File: src/rtl/hilo_div_ctrl_pkg.sv
// hilo_div_ctrl_pkg
//   Shared definitions for the HI/LO divide controller: FSM state encoding,
//   the nominal iteration count for 32-bit operands, and the EX-stage funct
//   codes that the decoder uses to derive start / is_signed.
package hilo_div_ctrl_pkg;

    typedef enum logic [1:0] {
        DIV_IDLE = 2'd0,
        DIV_RUN  = 2'd1,
        DIV_DONE = 2'd2
    } div_state_e;

    localparam int DIV_CYCLES = 32;

    localparam logic [5:0] EXE_DIV  = 6'b011010;
    localparam logic [5:0] EXE_DIVU = 6'b011011;

    // Decoder helper: funct selects one of the two divide instructions.
    function automatic logic is_div_funct(input logic [5:0] funct);
        return (funct == EXE_DIV) || (funct == EXE_DIVU);
    endfunction

endpackage

File: src/rtl/hilo_div_ctrl_div_step.sv
// div_step
//   One combinational restoring-division iteration on the {rem, quo} pair.
//   The pair is shifted left by one; the divisor is trial-subtracted from the
//   upper half and, when the result is non-negative, the difference is kept
//   and a 1 is shifted into the quotient.
// Ports:
//   rem_i / quo_i   current partial remainder / quotient-dividend register
//   divisor_i       unsigned divisor magnitude
//   rem_o / quo_o   values after this iteration
module div_step
    import hilo_div_ctrl_pkg::*;
#(
    parameter int DATA_W = 32
) (
    input  logic [DATA_W-1:0] rem_i,
    input  logic [DATA_W-1:0] quo_i,
    input  logic [DATA_W-1:0] divisor_i,
    output logic [DATA_W-1:0] rem_o,
    output logic [DATA_W-1:0] quo_o
);

    // One extra bit so the bit shifted out of rem is not lost before the
    // trial subtraction; rem < divisor always holds, so DATA_W+1 bits suffice.
    logic [DATA_W:0] rem_sh;
    logic [DATA_W:0] diff;

    always_comb begin
        rem_sh = {rem_i, quo_i[DATA_W-1]};
        diff   = rem_sh - {1'b0, divisor_i};
        if (!diff[DATA_W]) begin
            rem_o = diff[DATA_W-1:0];
            quo_o = {quo_i[DATA_W-2:0], 1'b1};
        end else begin
            rem_o = rem_sh[DATA_W-1:0];
            quo_o = {quo_i[DATA_W-2:0], 1'b0};
        end
    end

endmodule

File: src/rtl/hilo_div_ctrl.sv
// hilo_div_ctrl
//   Multi-cycle DIV/DIVU sequencer for the HI/LO pair in EX. Holds the
//   pipeline while iterating and writes quotient (LO) / remainder (HI) with a
//   single strobe.
//
//   state    | meaning
//   ---------+-------------------------------------------------------------
//   DIV_IDLE | waiting for start; nothing in flight
//   DIV_RUN  | one restoring step per cycle, DATA_W steps total
//   DIV_DONE | results valid on hi_o/lo_o, hilo_we_o high for this cycle
//
// Ports:
//   clk, resetn      clock, async active-low reset
//   start, is_signed divide present in EX; 1 = DIV, 0 = DIVU
//   opa, opb         dividend (rs), divisor (rt)
//   flush            cancel in-flight divide
//   stall_o          hold IF/ID/EX (combinational)
//   busy_o           FSM outside IDLE
//   hilo_we_o        one-cycle HI/LO write strobe
//   hi_o, lo_o       registered remainder / quotient
module hilo_div_ctrl
    import hilo_div_ctrl_pkg::*;
#(
    parameter int DATA_W = 32,
    parameter int CNT_W  = 6
) (
    input  logic              clk,
    input  logic              resetn,
    input  logic              start,
    input  logic              is_signed,
    input  logic [DATA_W-1:0] opa,
    input  logic [DATA_W-1:0] opb,
    input  logic              flush,
    output logic              stall_o,
    output logic              busy_o,
    output logic              hilo_we_o,
    output logic [DATA_W-1:0] hi_o,
    output logic [DATA_W-1:0] lo_o
);

    div_state_e        state_q;
    logic [CNT_W-1:0]  cnt_q;
    logic [DATA_W-1:0] rem_q;
    logic [DATA_W-1:0] quo_q;
    logic [DATA_W-1:0] dvs_q;
    logic              q_neg_q;
    logic              r_neg_q;
    logic              we_q;
    logic [DATA_W-1:0] hi_q;
    logic [DATA_W-1:0] lo_q;

    logic [DATA_W-1:0] rem_d;
    logic [DATA_W-1:0] quo_d;
    logic [DATA_W-1:0] abs_a;
    logic [DATA_W-1:0] abs_b;
    logic              launch;
    logic              last_step;

    div_step #(.DATA_W(DATA_W)) u_step (
        .rem_i     (rem_q),
        .quo_i     (quo_q),
        .divisor_i (dvs_q),
        .rem_o     (rem_d),
        .quo_o     (quo_d)
    );

    // Magnitudes are taken modulo 2^DATA_W: |0x80..0| stays 0x80..0, which
    // is the correct unsigned magnitude, so the most-negative case needs no
    // special handling anywhere downstream.
    always_comb begin
        abs_a     = (is_signed && opa[DATA_W-1]) ? (~opa + 1'b1) : opa;
        abs_b     = (is_signed && opb[DATA_W-1]) ? (~opb + 1'b1) : opb;
        launch    = start && !flush;
        last_step = (cnt_q == CNT_W'(DATA_W - 1));
    end

    always_ff @(posedge clk or negedge resetn) begin
        if (!resetn) begin
            state_q <= DIV_IDLE;
            cnt_q   <= '0;
            rem_q   <= '0;
            quo_q   <= '0;
            dvs_q   <= '0;
            q_neg_q <= 1'b0;
            r_neg_q <= 1'b0;
            we_q    <= 1'b0;
            hi_q    <= '0;
            lo_q    <= '0;
        end else begin
            case (state_q)
                DIV_IDLE: begin
                    we_q <= 1'b0;
                    if (launch) begin
                        if (opb == '0) begin
                            state_q <= DIV_DONE;
                            lo_q    <= '1;
                            hi_q    <= opa;
                            we_q    <= 1'b1;
                        end else begin
                            state_q <= DIV_RUN;
                            cnt_q   <= '0;
                            rem_q   <= '0;
                            quo_q   <= abs_a;
                            dvs_q   <= abs_b;
                            q_neg_q <= is_signed && (opa[DATA_W-1] ^ opb[DATA_W-1]);
                            r_neg_q <= is_signed && opa[DATA_W-1];
                        end
                    end
                end
                DIV_RUN: begin
                    if (flush) begin
                        state_q <= DIV_IDLE;
                        cnt_q   <= '0;
                    end else begin
                        rem_q <= rem_d;
                        quo_q <= quo_d;
                        cnt_q <= cnt_q + 1'b1;
                        // Sign fix is folded into the final step so the
                        // corrected results are already registered in DONE.
                        if (last_step) begin
                            state_q <= DIV_DONE;
                            cnt_q   <= '0;
                            lo_q    <= q_neg_q ? (~quo_d + 1'b1) : quo_d;
                            hi_q    <= r_neg_q ? (~rem_d + 1'b1) : rem_d;
                            we_q    <= 1'b1;
                        end
                    end
                end
                DIV_DONE: begin
                    state_q <= DIV_IDLE;
                    we_q    <= 1'b0;
                end
                default: begin
                    state_q <= DIV_IDLE;
                    we_q    <= 1'b0;
                end
            endcase
        end
    end

    // A flush landing in the DONE cycle must still suppress the write.
    assign hilo_we_o = we_q && !flush;
    assign busy_o    = (state_q != DIV_IDLE);
    assign stall_o   = ((state_q == DIV_IDLE) && launch) || (state_q == DIV_RUN);
    assign hi_o      = hi_q;
    assign lo_o      = lo_q;

endmodule
File: config.mk
export PLATFORM = sky130hd
export DESIGN_NAME = hilo_div_ctrl
export DESIGN_NICKNAME = d
export VERILOG_FILES = /design/src/rtl/hilo_div_ctrl_pkg.sv /design/src/rtl/hilo_div_ctrl_div_step.sv /design/src/rtl/hilo_div_ctrl.sv
export SDC_FILE = /design/constraint.sdc
export NUM_CORES = 1
export LEC_CHECK = 0
export BUFFER_PORTS_ARGS = -buffer_cell sky130_fd_sc_hd__buf_4
export CORE_ASPECT_RATIO = 1.5
export CORE_MARGIN = 4
export CORE_UTILIZATION = 55
export DETAILED_ROUTE_END_ITERATION = 10
export PLACE_DENSITY = 0.83
export SLEW_MARGIN = 25
export SYNTH_ARGS = -nofsm -noshare
export SYNTH_HDL_FRONTEND = slang
export SYNTH_SLANG_ARGS = --single-unit
File: constraint.sdc
create_clock -name clk -period 5.7 [get_ports clk]
set_clock_uncertainty 0.05 [all_clocks]
set_input_delay 0.855 -clock clk [delete_from_list [all_inputs] [get_ports clk]]
set_output_delay 0.855 -clock clk [all_outputs]
set_load 0.03 [all_outputs]
Word level (Yosys, flattened, before mapping)
Index checks and enable logic that the tools add are counted.
Storage, ports and cells
  register bits after elaboration: 171
  latch bits: 0
  bits in writable memories: 0
  memory bits (read-only): 0
  bits of input ports: 69
  output and inout bits: 67
  word-level logic and storage cells: 87
  memories: 0
Cells by class
  add/subtract/negate cells: 6
  $mul: 0
  divide/modulo/power cells: 0
  magnitude comparators: 0
  equal/unequal tests: 8
  shift-type cells: 0
  mux-type cells: 39
  bitwise gates (word level): 6
  reductions and logical operators: 18
Operators by type and width (number)
  $mux 32: 19
  $pmux 32 s2: 4
  $add 32x1->32 const B: 4
  $not 32->32: 4
  $sub 33x32->33: 1
  $logic_not 32->1: 1
  $mux 6: 4
  $pmux 6 s2: 1
  $ne 2x2->1 const B: 5
  $mux 2: 4
  $add 6x1->6 const B: 1
  $eq 6x5->1 const B: 1
  $logic_and 1x1->1: 6
  $reduce_and 3->1: 2
  $mux 1: 5
  $reduce_and 5->1: 1
  $pmux 2 s2: 1
  $reduce_and 2->1: 2
  $reduce_and 4->1: 1
  $reduce_bool 2->1: 2
  $ne 3x3->1 const B: 1
  $eq 2x1->1 const B: 1
  $logic_not 2->1: 1
  $pmux 1 s2: 1
  other kinds (4): 4

Logic depth before layout (Yosys ltp)
  depth in word-level cells: 8
  mapped depth: 23
  gate-level depth less buffers: 21

By module
A second synthesis with hierarchy kept.
Second synthesis, totals
  cells, all modules: 1489
  area, all modules: 12162.9 µm²
By module, submodules not included
  hilo_div_ctrl: times used 1, cells an instance 1147, area an instance 9674.3 µm²
  div_step: times used 1, cells an instance 342, area an instance 2488.6 µm²

Worst setup path before layout
No wires, ideal clock.
  path kind: reg-to-reg
  start: reg quo_q[31]
  end: reg lo_q[28], in the netlist lo_o[28]
  library setup time: 0.155 ns
  data arrival time: 4.526 ns
  required time: 5.495 ns
  slack: 0.970 ns
  cell stages (with the launch flop): 22
  buffers on the path: 2
  cell sequence: dfrtp_1 -> inv_1 -> ha_1 -> inv_1 -> fa_1 -> a211oi_1 -> o21ai_1 -> o211ai_1 -> a21oi_1 -> o311ai_1 -> nor2_1 -> inv_2 -> clkbuf_1 -> buf_1 -> ha_1 -> nand2b_1 -> nand2b_1 -> nand2b_1 -> or3_1 -> o31ai_1 -> xor2_1 -> a31oi_2
On the way
  word-level cells in the longest chain between the ends: 8
Ends and longest elaborated chain
  start, declared: line hilo_div_ctrl.sv:44  | logic [DATA_W-1:0] quo_q;
  start signal, assigned: line hilo_div_ctrl.sv:103  | quo_q <= abs_a;
  start signal, assigned: line hilo_div_ctrl.sv:116  | quo_q <= quo_d;
  $sub 33x32->33: line hilo_div_ctrl_div_step.sv:29  | diff = rem_sh - {1'b0, divisor_i};
  $mux 1: line hilo_div_ctrl_div_step.sv:30  | if (!diff[DATA_W]) begin
  $not 32->32: line hilo_div_ctrl.sv:123  | lo_q <= q_neg_q ? (~quo_d + 1'b1) : quo_d;
  $add 32x1->32: line hilo_div_ctrl.sv:123
  $mux 32: line hilo_div_ctrl.sv:123
  $mux 32: line hilo_div_ctrl.sv:120  | if (last_step) begin
  $mux 32: line hilo_div_ctrl.sv:111  | if (flush) begin
  $pmux 32 s2: line hilo_div_ctrl.sv:90  | case (state_q)
  end signal, assigned: line hilo_div_ctrl.sv:123
  end, declared: line hilo_div_ctrl.sv:50  | logic [DATA_W-1:0] lo_q;
Every way passes these cells. The select of a mux whose other input is x is not followed.
A chain may end at the register's enable or synchronous reset.

Worst setup path in the final report
  start: reg quo_q[31]
  end: reg hi_q[26], in the netlist hi_o[26]
On the way
  word-level cells in the longest chain between the ends: 8
Ends and longest elaborated chain
  $sub 33x32->33: line hilo_div_ctrl_div_step.sv:29
  $mux 32 (*): line hilo_div_ctrl_div_step.sv:30
  $not 32->32: line hilo_div_ctrl.sv:124  | hi_q <= r_neg_q ? (~rem_d + 1'b1) : rem_d;
  $add 32x1->32: line hilo_div_ctrl.sv:124
  $mux 32 (*): line hilo_div_ctrl.sv:124
  $mux 32 (*): line hilo_div_ctrl.sv:120
  $mux 32 (*): line hilo_div_ctrl.sv:111
  $pmux 32 s2 (*): line hilo_div_ctrl.sv:90
  end signal, assigned: line hilo_div_ctrl.sv:97  | hi_q <= opa;
  end signal, assigned: line hilo_div_ctrl.sv:124
  end, declared: line hilo_div_ctrl.sv:49  | logic [DATA_W-1:0] hi_q;
Every way passes the cells marked *; elsewhere a longest branch is shown, timed or not. The select of a mux whose other input is x is not followed.

==> results.md <==
* Port bufs at 135
* CP max stage delay at 0.47 ns
* Ports at 136
* Die Footprint at 24900 um^2
* WP data arrival at 5.25 ns
* Slew HR at 33.1%
* FP Rows at 66
* GRT Overall Usage at 28.3%
* Max frequency at 200 MHz
* Wire length per cell at 18.9 um
* Worst Setup SP: quo_q[31]$_DFFE_PN0P_
* Yosys top cell by area: dfrtp_1
* Cell Pwr Density at 400 nW/um^2
* Post-synthesis async set-or-reset flop share at 100%
* 1st-iter DRT viols at 897
* DP HPWL at 26.4 mm
* Clk pin slew, worst setup/hold paths at 0.07 ns
* Max_cap viols at 0
* CP endpoint kind: flip-flop
* Reg2reg setup slack at 0.71 ns
* R2R cell count at 20
* Drt first pass iters at 6
* WL final at 35.1 mm
* CTS max path bufs at 2
* RSZ-0062 raised after global routing: no
* Clock root buffer master: clkbuf_16
* Final nets at 1682
* Sink Count at 171
* Main synth FF type: dfrtp_1
* Critical Path, Cell by Cell: inv_1 -> ha_1 -> inv_1 -> fa_1 -> a211oi_1 -> o21ai_1 -> o211ai_1 -> a21oi_1 -> o311ai_2 -> nor2_4 -> inv_2 -> mux2i_1 -> ha_1 -> inv_1 -> nor3_1 -> nand2b_1 -> o32ai_2 -> a41oi_1 -> xnor2_1 -> o22ai_1
* Most common cell after layout, fill and taps aside: dfrtp_1
* R2r endpoint: hi_o[26]$_DFFE_PN0P_
* DP Worst Slack at 0.524 ns
* Setup_tns at 0 ns
* Congestion Overflow GR at 0
* Final setup vio count at 0
* Initial Util at 56.2%
* Critical path startpoint category: flip-flop
* Synth top area share at 34.8%
* Core area at 21900 um^2
* Worst Slack Setup Final at 0.710 ns
* Mapped Cells at 1491
* Most frequent cells in the layout: dfrtp_1, nor2_1, nand2_1
* Yosys reg bits at 171
* Peak fanout along the critical path at 17
* Vias in the first global route at 11023
* Post-CTS setup buffer count at 0
* H-tree depth at 4
* Net Count, Synth at 1598
* Diode count at 0
* Ys Warns at 0
* CTS Buf Count at 17
* Mapped Area at 12300 um^2
* Vias/cell at 6.16
* Largest net degree at the start of global routing at 102
* Cts hold-fix bufs at 0
* Residual DRC count at 0
* Initial antenna violation count at 0
* Syn Area/Cell at 8.25 um^2
* Worst EP required at 5.96 ns
* Hold WS at 0.294 ns
* Sequential element share of the synthesized area at 34.8%
* First-pass GRT wire length at 55.8 mm
* CTS tree: built
* Critical Path Most Common Cell: inv_1
* Max-slew violation count at 0
* Die span in y at 191 um
* Via count at 11452
* Post-synth EDFFs at 0
* # fillers at 1813
* Slowest CP cell: o311ai_2
* Die Width at 130 um
* Share of layout cells above drive strength 1 at 15.1%
* Minimum clock period at 4.99 ns
* Pleak at 5.98 nW
* Final worst-path cycle share at 87.5%
* Hold WC Path Type: input pin to async pin
* Cell variety after synth at 78
* Area grow syn2layout at 13.9%
* Skew-Pair Late Insertion Delay at 0.44 ns
* Final-report hold violation count at 0
* Crit Path Class: flip-flop to flip-flop
* Outcome: finished, final reports clean
* VDD IR max at 0.235 mV
* RR Startpoint: quo_q[31]$_DFFE_PN0P_
* Final core utilization at 64.0%
* Placer congestion estimate at 0.935
* Dominant cells by area after synthesis: dfrtp_1, a21oi_1, xor2_1, o21ai_0, nor2_1
* Worst-Margin Slew at 1.00 ns
* Post-route ant nets at 0
==> area by class of cell <==
| cell class | count | area, um^2 | area share (%) |
|---|---|---|---|
| sequential | 171 | 4280 | 30.5 |
| clock buffer | 19 | 443 | 3.16 |
| timing repair buffer | 146 | 1140 | 8.14 |
| tap | 272 | 340 | 2.43 |
| inverter | 51 | 196 | 1.40 |
| clock inverter | 11 | 170 | 1.21 |
| multi-input combinational | 1188 | 7440 | 53.1 |
==> repair_timing <==
action | in CTS | in global routing
endpoints found under the setup margin | 0 | 5
gates resized for setup | 0 | 1
hold endpoints to repair | 0 | 0
==> power breakdown <==
part	switching, mW	leakage, nW	internal (mW)
registers	0.347	2.05	1.59
clock network	0.503	0.291	0.740
logic	1.52	3.64	0.903
==> how the worst max path moves through the flow <==
| stage | to | cells past startpoint |
|---|---|---|
| floorplan | lo_o[28]$_DFFE_PN0P_ | 21 |
| global placement | hi_o[29]$_DFFE_PN0P_ | 15 |
| detailed placement | hi_o[29]$_DFFE_PN0P_ | 15 |
| CTS | hi_o[28]$_DFFE_PN0P_ | 20 |
| global route | hi_o[26]$_DFFE_PN0P_ | 20 |
| finish | hi_o[26]$_DFFE_PN0P_ | 20 |
==> logic make-up (layout without fill, tap and decap cells) <==
family	Yosys count	in the layout	synth area share [%]
xor gates and xnor gates	136	136	9.69
adders and majority gates	38	38	3.93
and+or+nand+nor	499	499	19.2
muxes	34	34	2.79
AOI/OAI and AO/OA	481	481	24.7
DFF	171	171	34.8
buffers and inverters	132	227	4.93
==> synth_stat cells, drive strengths merged, types with 18 or more instances <==
master,number
o21ai,152
mux2i,32
nand3,20
xor2,83
and3,20
o41ai,18
clkbuf,53
o31ai,28
dfrtp,171
nor4,18
xnor2,53
a21oi,168
buf,28
nand2,159
or3,20
inv,49
a31oi,32
nor3,27
nor2,162
ha,37
==> sequential cells by signal (all words and copies together) (netlist names) <==
| register | flops |
|---|---|
| rem_q | 32 |
| quo_q | 32 |
| hi_o | 32 |
| lo_o | 32 |
| cnt_q | 6 |
| r_neg_q | 1 |
| we_q | 1 |
| state_q | 2 |
| dvs_q | 32 |
| q_neg_q | 1 |
==> critical path: cells and delay by family (launching register included) <==
kind	cells	cell delay (ns)
adder cells (fa/ha/maj)	3	0.82
buffers and inverters	4	0.47
multiplexers	1	0.33
AO/OA/AOI/OAI	8	2.09
AND/OR/NAND/NOR	3	0.53
flip-flops	1	0.41
XOR/XNOR	1	0.18
==> metal layers <==
metal	up-vias	routed length, um	track usage [%]
li1	5492	-	-
met4	0	2000	16.3
met1	5344	13300	33.1
met5	-	0	0
met3	113	2210	3.91
met2	503	17600	48.8
==> per-stage QoR <==
step                cells  cell area [um^2]  total power [mW]
finish               1858             14000              5.60
global route         1858             14000              5.93
CTS                  1858             14000              5.60
detailed placement   1828             13400              4.36
global placement     1828             13400              4.29
floorplan            1491             12300              3.53
Note: power is estimated with default switching activity, not from simulation.
